`src/rtl/fpu_pkg.sv`:
```
// Shared FPU types: fused-op encoding, single-precision word, sign helper.
package fpu_pkg;

  localparam int unsigned SIGN_BIT = 31;

  typedef logic [31:0] fp32_t;

  typedef enum logic [1:0] {
    FMADD  = 2'd0,
    FMSUB  = 2'd1,
    FNMSUB = 2'd2,
    FNMADD = 2'd3
  } fma_op_t;

  // Raw sign flip: applied to NaN/zero/inf alike, no classification.
  function automatic fp32_t flip_sign(input fp32_t x);
    return {~x[SIGN_BIT], x[SIGN_BIT-1:0]};
  endfunction

endpackage

```
`src/rtl/fma_res_fifo.sv`:
```
// Result FIFO with show-ahead read; simultaneous write/read allowed at any fill.
module fma_res_fifo #(
  parameter int unsigned DEPTH = 4,
  parameter int unsigned WIDTH = 37
) (
  input  logic             clk,
  input  logic             rst,
  input  logic             wr_en,
  input  logic [WIDTH-1:0] wr_data,
  input  logic             rd_en,
  output logic             rd_valid,
  output logic [WIDTH-1:0] rd_data
);

  localparam int unsigned AW = (DEPTH > 1) ? $clog2(DEPTH) : 1;

  logic [WIDTH-1:0] mem [DEPTH];
  logic [AW-1:0]    wr_ptr;
  logic [AW-1:0]    rd_ptr;
  logic [AW:0]      count;

  // Pointer and occupancy tracking; pointers wrap naturally at a power-of-2 depth.
  always_ff @(posedge clk) begin
    if (rst) begin
      wr_ptr <= '0;
      rd_ptr <= '0;
      count  <= '0;
    end else begin
      if (wr_en) wr_ptr <= wr_ptr + AW'(1);
      if (rd_en) rd_ptr <= rd_ptr + AW'(1);
      case ({wr_en, rd_en})
        2'b10:   count <= count + (AW+1)'(1);
        2'b01:   count <= count - (AW+1)'(1);
        default: count <= count;
      endcase
    end
  end

  // Storage write; no reset needed since occupancy gates visibility.
  always_ff @(posedge clk) begin
    if (wr_en) mem[wr_ptr] <= wr_data;
  end

  assign rd_valid = (count != '0);
  assign rd_data  = mem[rd_ptr];

endmodule

```
`src/rtl/fma_issue.sv`:
```
// Issue/tracking stage for the fixed-latency fused multiply-subtract datapath.
module fma_issue
  import fpu_pkg::*;
#(
  parameter int unsigned FMA_LAT   = 4,
  parameter int unsigned RES_DEPTH = 4,
  parameter int unsigned TAG_W     = 5
) (
  input  logic             clk,
  input  logic             rst,
  input  logic             req_valid,
  output logic             req_ready,
  input  fma_op_t          req_op,
  input  logic [31:0]      req_x1,
  input  logic [31:0]      req_x2,
  input  logic [31:0]      req_x3,
  input  logic [TAG_W-1:0] req_rd,
  output logic [31:0]      dp_x1,
  output logic [31:0]      dp_x2,
  output logic [31:0]      dp_x3,
  input  logic [31:0]      dp_y,
  output logic             res_valid,
  input  logic             res_ready,
  output logic [31:0]      res_y,
  output logic [TAG_W-1:0] res_rd,
  output logic             busy
);

  localparam int unsigned CNT_W = $clog2(RES_DEPTH + 1);

  logic             accept;
  logic             res_fire;
  logic [CNT_W-1:0] outstanding;
  fp32_t            map_x1;
  fp32_t            map_x3;
  logic [FMA_LAT:0] pipe_v;
  logic [TAG_W-1:0] pipe_rd [FMA_LAT+1];
  logic [TAG_W+31:0] fifo_rd_data;

  // Credits cover in-flight plus buffered ops, so the FIFO write needs no full check.
  assign req_ready = (outstanding < CNT_W'(RES_DEPTH));
  assign accept    = req_valid && req_ready;
  assign res_fire  = res_valid && res_ready;
  assign busy      = (outstanding != '0);

  // Outstanding-request credit counter.
  always_ff @(posedge clk) begin
    if (rst) begin
      outstanding <= '0;
    end else begin
      case ({accept, res_fire})
        2'b10:   outstanding <= outstanding + CNT_W'(1);
        2'b01:   outstanding <= outstanding - CNT_W'(1);
        default: outstanding <= outstanding;
      endcase
    end
  end

  // Map each fused op onto x1*x2 - x3 by flipping operand signs.
  always_comb begin
    map_x1 = req_x1;
    map_x3 = req_x3;
    case (req_op)
      FMADD:   map_x3 = flip_sign(req_x3);
      FMSUB:   map_x3 = req_x3;
      FNMSUB: begin
        map_x1 = flip_sign(req_x1);
        map_x3 = flip_sign(req_x3);
      end
      FNMADD:  map_x1 = flip_sign(req_x1);
      default: map_x1 = req_x1;
    endcase
  end

  // Datapath operand registers; hold between accepts.
  always_ff @(posedge clk) begin
    if (rst) begin
      dp_x1 <= '0;
      dp_x2 <= '0;
      dp_x3 <= '0;
    end else if (accept) begin
      dp_x1 <= map_x1;
      dp_x2 <= req_x2;
      dp_x3 <= map_x3;
    end
  end

  // Valid shift pipe aligned so stage FMA_LAT coincides with the matching dp_y.
  always_ff @(posedge clk) begin
    if (rst) pipe_v <= '0;
    else     pipe_v <= {pipe_v[FMA_LAT-1:0], accept};
  end

  // Tag shift pipe; only meaningful where the valid bit is set.
  always_ff @(posedge clk) begin
    pipe_rd[0] <= req_rd;
    for (int unsigned i = 1; i <= FMA_LAT; i++) pipe_rd[i] <= pipe_rd[i-1];
  end

  fma_res_fifo #(
    .DEPTH(RES_DEPTH),
    .WIDTH(TAG_W + 32)
  ) u_res_fifo (
    .clk     (clk),
    .rst     (rst),
    .wr_en   (pipe_v[FMA_LAT]),
    .wr_data ({pipe_rd[FMA_LAT], dp_y}),
    .rd_en   (res_fire),
    .rd_valid(res_valid),
    .rd_data (fifo_rd_data)
  );

  assign res_rd = fifo_rd_data[TAG_W+31:32];
  assign res_y  = fifo_rd_data[31:0];

endmodule

```
`config.mk`:
```
export PLATFORM = sky130hd
export DESIGN_NAME = fma_issue
export DESIGN_NICKNAME = d
export VERILOG_FILES = /design/src/rtl/fpu_pkg.sv /design/src/rtl/fma_res_fifo.sv /design/src/rtl/fma_issue.sv
export SDC_FILE = /design/constraint.sdc
export NUM_CORES = 1
export LEC_CHECK = 0
export BUFFER_PORTS_ARGS = -buffer_cell sky130_fd_sc_hd__buf_2
export CORE_MARGIN = 1
export CORE_UTILIZATION = 40
export DETAILED_ROUTE_END_ITERATION = 8
export HOLD_SLACK_MARGIN = 0.15
export MAX_ROUTING_LAYER = met4
export PLACE_DENSITY = 0.63
export SLEW_MARGIN = 20
export SYNTH_ARGS = -nofsm -noshare
export SYNTH_HDL_FRONTEND = slang
export SYNTH_SLANG_ARGS = --single-unit
```
`constraint.sdc`:
```
create_clock -name clk -period 3.06 [get_ports clk]
set_input_delay 0.612 -clock clk [delete_from_list [all_inputs] [get_ports clk]]
set_output_delay 0.612 -clock clk [all_outputs]
set_load 0.01 [all_outputs]
```
* After elaboration in Yosys (flattened, before gate mapping) *
Memories as Yosys holds them, arrays and structs flattened. A register that Yosys moved wholly into a read port is not among the register bits.
Cells that the tools add are included.

cells by class
  reduce and logical (&&, ||, !) cells = 9
  equality and inequality tests = 6
  order comparisons = 1
  bitwise gates (word level) = 2
  mux-type cells = 8
  add/subtract/negate cells = 6

operators with widths
  operator                                             number
  2-to-1 mux 32 bit                                    2
  case mux 3 bit (2 select lines)                      2
  equality test 2 bit, second input constant           4
  adder 3 x 1 -> 3 bit, second input constant          2
  nonzero test 3 bit                                   2
  subtractor 3 x 1 -> 3 bit, second input constant     2
  adder 2 x 1 -> 2 bit, second input constant          2
  equality test 2 x 1 -> 1 bit, second input constant  2
  2-to-1 mux 2 bit                                     2
  nonzero test 2 bit                                   2
  OR reduction 2 bit                                   2
  < comparator 3 bit, second input constant            1
  logical AND 1 bit                                    2
  logical NOT 2 bit                                    1
  2-to-1 mux 1 bit                                     2
  inverter 1 bit                                       2

storage, ports and cells
  output and inout port bits = 136
  memories = 2
  bits in writable memories = 173
  register bits after elaboration = 111
  input bits = 139
  word-level logic and storage cells = 42

memory list
  memory          depth  width  read ports  clocked after memory_dff  write ports  RTL line            source
  u_res_fifo.mem  4      37     1           1                         1            fma_res_fifo.sv:17  logic [WIDTH-1:0] mem [DEPTH];
  pipe_rd         5      5      5           0                         5            fma_issue.sv:37     logic [TAG_W-1:0] pipe_rd [FMA_LAT+1];

* Logic depth before layout (Yosys ltp) *
  depth after elaboration = 4
  mapped depth = 10
  depth with buffers taken out = 8

* Hierarchy *
A second synthesis with hierarchy kept.

second synthesis, totals
  cell total of the unflattened synthesis = 710
  area, all modules = 10095.9 µm²

modules (own cells, without submodules)
  module        area each (µm²)  instances  sequential area each (µm²)  cells each
  fma_res_fifo  5814.3           1          4624.4                      235
  fma_issue     4281.6           1          2582.5                      475

* Worst setup path after synthesis *
No wires, ideal clock.

  path kind = input -> register
  from = input port req_valid
  to = register outstanding[2]
  slack = 726 ps
  library setup time = 70 ps
  buffers on the path = 2
  stages on the path = 10
  data required time = 2990 ps
  data arrival time = 2263 ps
  path through = nor2b_1 > buf_6 > inv_4 > buf_2 > ha_1 > inv_1 > fa_1 > xor2_1 > or3_1 > a21oi_1

between the ends
  longest elaborated chain between the ends = 3
  elaborated cells on any way between the ends = 5
  those cells by class = eq/ne (2); mux (1); reduce/logical (2)

ends and longest elaborated chain
  what                                                                   RTL line         source
  start: declaration                                                     fma_issue.sv:11  input logic req_valid,
  logical AND 1 bit (*)                                                  fma_issue.sv:42  assign accept = req_valid && req_ready;
  equality test 2 x 1 -> 1 bit or equality test 2 bit (tied branches)    fma_issue.sv:51  case ({accept, res_fire})
  case mux 3 bit (2 select lines) or nonzero test 2 bit (tied branches)  --
  end signal: assignment                                                 fma_issue.sv:52  2'b10: outstanding <= outstanding + CNT_W'(1);
  end signal: assignment                                                 fma_issue.sv:53  2'b01: outstanding <= outstanding - CNT_W'(1);
  end signal: assignment                                                 fma_issue.sv:54  default: outstanding <= outstanding;
  end: declaration                                                       fma_issue.sv:33  logic [CNT_W-1:0] outstanding;

Mark *: on every way between the ends. The rest lies on a longest branch, timed or not.
A chain may end at the register's enable or synchronous reset.

==> impl_table.tex <==
\begin{tabular}{lr}
\hline
Metric & Value \\
\hline
\multicolumn{2}{l}{\textbf{Setup path}} \\
\quad CP Cell Sequence & buf\_12, mux4\_2, buf\_2 \\
\quad Maximum fanout along the worst path & 29 \\
\quad CP endpoint kind & output port \\
\quad Delay of the slowest critical-path stage & 0.56 ns \\
\quad Worst-path cell with the longest stage delay & sky130\_fd\_sc\_hd\_\_mux4\_2 \\
\quad Number of buffer and inverter stages on the critical path & 2 \\
\quad Critical path start-end classification & reg2out \\
\quad Critical path startpoint category & flop \\
\quad Origin of the critical flop-to-flop path & outstanding[2] \\
\quad Required time of the critical path & 2.45 ns \\
\quad Arrival @ worst endpoint & 2.10 ns \\
\quad Worst path top cell family by delay & multiplexers \\
\multicolumn{2}{l}{\textbf{Die}} \\
\quad Initial Util & between 40\% and 50\% \\
\quad Vertical die dimension & roughly 160 um \\
\quad Row count & 57 \\
\quad Core ar. & 0.02446 mm2 \\
\quad Die span in x & 160.4 um \\
\quad Total Die Area & 0.02572 mm2 \\
\quad Number of ports placed on the die boundary & between 200 and 300 \\
\multicolumn{2}{l}{\textbf{Global route}} \\
\quad Aggregate global routing overflow & 0 \\
\quad Number of global-route vias before repair & 6501 \\
\quad Routing usage on met3 & 4.959\% \\
\quad Met1 Use GR & 20.53\% \\
\quad Largest net degree at the start of global routing & 98 \\
\quad Initial antenna violation count & 5 \\
\quad Layer carrying the most global-route usage & met2 \\
\quad First-pass GRT wire length & roughly 34000 um \\
\quad GRT Resource Usage Total & 17.07\% \\
\quad Global routing usage on met2 & between 20\% and 30\% \\
\multicolumn{2}{l}{\textbf{Clock tree}} \\
\quad Clock transition at path regs & about 0.060 ns \\
\quad Root buffer selected by CTS & sky130\_fd\_sc\_hd\_\_clkbuf\_16 \\
\quad TritonCTS clock tree & built \\
\quad CTS HTree Levels & 1 \\
\quad Clk Latency, worst-skew pair & approximately 0.53 ns \\
\quad Post-cts sizing count & 0 \\
\quad TritonCTS Buffers & 30 \\
\quad Sink Count & roughly 290 \\
\quad Clock Path Buffers & 3 \\
\multicolumn{2}{l}{\textbf{Pwr}} \\
\quad Leakage dissipation & 0.005035 uW \\
\quad Switching component of the power & around 1800 uW \\
\quad Relative contribution of sequential cells to total power & around 50\% \\
\quad Clock power frac & 44.0\% \\
\quad Cell-internal power & 6690 uW \\
\quad Combinational cell fraction of total power & 6.3\% \\
\quad IR Drop Worst-Case VDD & between 400 and 500 uV \\
\quad Switching portion of total power & a little over a fifth \\
\quad Pwr/cell area & 666.6 mW/mm2 \\
\multicolumn{2}{l}{\textbf{Place}} \\
\quad Pre-CTS setup slack & approximately 0.77 ns \\
\quad HPWL reported at the end of detailed placement & between 10000 and 15000 um \\
\quad I/O Buffers & around 270 \\
\quad Routability congestion estimate from global placement & between 0.7 and 0.8 \\
\multicolumn{2}{l}{\textbf{STA}} \\
\quad Max Clock Freq & $\sim$370 MHz \\
\quad Final hold violations & 0 \\
\quad Time the final worst path needs with I/O delays and setup & around 2.7 ns \\
\quad Unrepaired setup endpoints after global routing & false \\
\quad Skew final & 0.008998 ns \\
\quad Setup-violating endpoint count in the final report & 0 \\
\quad PnR worst setup slack & between 0.3 and 0.4 ns \\
\quad Final period utilization & 88.77\% \\
\quad Setup TNS after final layout & 0 ns \\
\quad Transition time of the tightest slew-check pin & around 1 ns \\
\quad Max Slew Vio Count & 0 \\
\quad Relative slew slack & roughly a third \\
\multicolumn{2}{l}{\textbf{Drt}} \\
\quad Detailed Route Iter0 Violations & $\sim$260 \\
\quad Antenna viol nets, final & 0 \\
\quad DRC & 0 \\
\quad Routed wire length per instance & 16.07 um \\
\quad Detailed Routing Iterations Pass 1 & 4 \\
\quad Total via count in the routed design & 6426 \\
\quad Total routed wirelength & 21580 um \\
\quad Post-detailed-route via-to-cell ratio & 4.785 \\
\multicolumn{2}{l}{\textbf{Yosys}} \\
\quad Mapped Nets & 860 \\
\quad Number of synthesized register bits & between 200 and 300 \\
\quad Cells after Synth & 713 \\
\quad Number of enable flip-flop cells after synthesis & 148 \\
\quad Fraction of the yosys area taken by sequential cells & 71.82\% \\
\quad Count of distinct cell types in the synthesized netlist & 32 \\
\quad Ys async rst share & 0\% \\
\quad Cell type contributing the most total cell area after synthesis & sky130\_fd\_sc\_hd\_\_edfxtp\_1 \\
\quad Synth top area cells & sky130\_fd\_sc\_hd\_\_edfxtp\_1 (44\%), sky130\_fd\_sc\_hd\_\_dfxtp\_1 (28\%), sky130\_fd\_sc\_hd\_\_mux4\_2 (7.4\%) \\
\quad Prevailing post-synth register cell & sky130\_fd\_sc\_hd\_\_edfxtp\_1 \\
\quad Warning count from the yosys run & 0 \\
\quad Fraction of post-synthesis cell area in the top cell type by area & 44.29\% \\
\quad Post-synthesis area per instance & approximately 14 um2 \\
\quad Total standard cell area after synthesis & 0.01003 mm2 \\
\multicolumn{2}{l}{\textbf{Layout}} \\
\quad Most common cell after layout, fill and taps aside & sky130\_fd\_sc\_hd\_\_buf\_2 \\
\quad Layout cell share with drive strength beyond 1 & around two fifths \\
\quad Fillcell total & around 2100 \\
\quad Post-layout net count & $\sim$1100 \\
\quad Sequential standard cell area & 0.007209 mm2 \\
\quad Signed area change from the synthesized netlist to the final layout & 26.70\% \\
\quad Commonest non-fill, non-tap cells in the layout & sky130\_fd\_sc\_hd\_\_buf\_2 (273), sky130\_fd\_sc\_hd\_\_nand2\_1 (180), sky130\_fd\_sc\_hd\_\_edfxtp\_1 (148), sky130\_fd\_sc\_hd\_\_dfxtp\_1 (136), sky130\_fd\_sc\_hd\_\_a21oi\_1 (89) \\
\quad Multi-input gate area & 0.002500 mm2 \\
\multicolumn{2}{l}{\textbf{Min path}} \\
\quad Source of the worst hold timing path & req\_rd[4] \\
\quad Path category of the worst min-delay check & in2reg \\
\multicolumn{2}{l}{\textbf{Run status}} \\
\quad Run status & finished clean \\
\multicolumn{2}{l}{\textbf{Flow run}} \\
\quad Max-cap violations & 0 \\
\hline
\end{tabular}
[power by group through the flow]
stage / sequential, uW / clock, uW / combinational, uW
after global routing: 4220 / 3960 / 595
after global placement: 4280 / 0 / 533
after CTS: 4210 / 3820 / 543
final: 4210 / 3730 / 536
after floorplan: 4330 / 0 / 249
after detailed placement: 4290 / 0 / 540
[area by class of cell]
cell class                 count  area share [%]
antenna                        5         0.09842
inverter                      11          0.3445
multi-input combinational    375           19.66
timing repair buffer         288           11.87
clock inverter                15           1.634
clock buffer                  39           6.495
tap                          324           3.189
sequential                   286           56.71
[path summary, 6_finish.rpt]
kind / endpoint / slack, ns / cells past startpoint
max: res_y[9] / 0.34 / 3
min: pipe_rd[0][4] / 0.18 / 1
max reg2reg: dp_x2[29] / 1.10 / 6
min reg2reg: pipe_rd[0][20] / 0.32 / 0
[synthesized netlist by cell type, drive strengths merged (2+ instances only)]
cell type,count
xnor2,4
nand2,190
dfxtp,138
nor2b,5
mux4,37
o21ai,2
or3,3
a21oi,99
and2,4
edfxtp,148
inv,11
fa,2
ha,6
xor2,5
nor2,13
clkbuf,10
buf,31
[through the flow]
step                std cells  instance area [um2]  hold WS, ns  power (uW)  util [%]
CTS                      1338                12700       0.1509        8571     51.92
detailed placement       1282                11650       0.3121        4829     47.61
finish                   1343                12710       0.1824        8475     51.97
global placement         1282                11650       0.3109        4818     47.61
global route             1343                12710       0.1524        8774     51.97
floorplan                 713                10030       0.3096        4576         -
[kinds of logic after synthesis]
group                      Yosys count  share of synthesized area [%]
adders and majority gates            8                          1.147
DFF                                286                          71.82
xor gates and xnor gates             9                         0.7855
muxes                               38                          8.554
and+or+nand+nor                    216                          8.641
buffers and inverters               52                          3.391
AOI/OAI and AO/OA                  104                          5.661
[state kept, by name (all words and copies together) (netlist names), 3 cells and up, named ones only]
signal / cells
dp_x3: 32
outstanding: 3
dp_x2: 32
u_res_fifo.mem: 148
pipe_rd: 25
u_res_fifo.count: 3
pipe_v: 5
dp_x1: 32
[timing repair]
| action | in CTS | in global routing |
|---|---|---|
| hold endpoints to repair | 2 | 0 |
| hold buffers | 2 | 0 |
| buffers inserted | 0 | 0 |
[metal layers]
metal  wire length (um)  vias up
met5                  0        -
met4                470        0
met3               1664       36
met2              10330      224
met1               9113     3092
li1                   -     3074
Power figures use the tool's default switching activity.
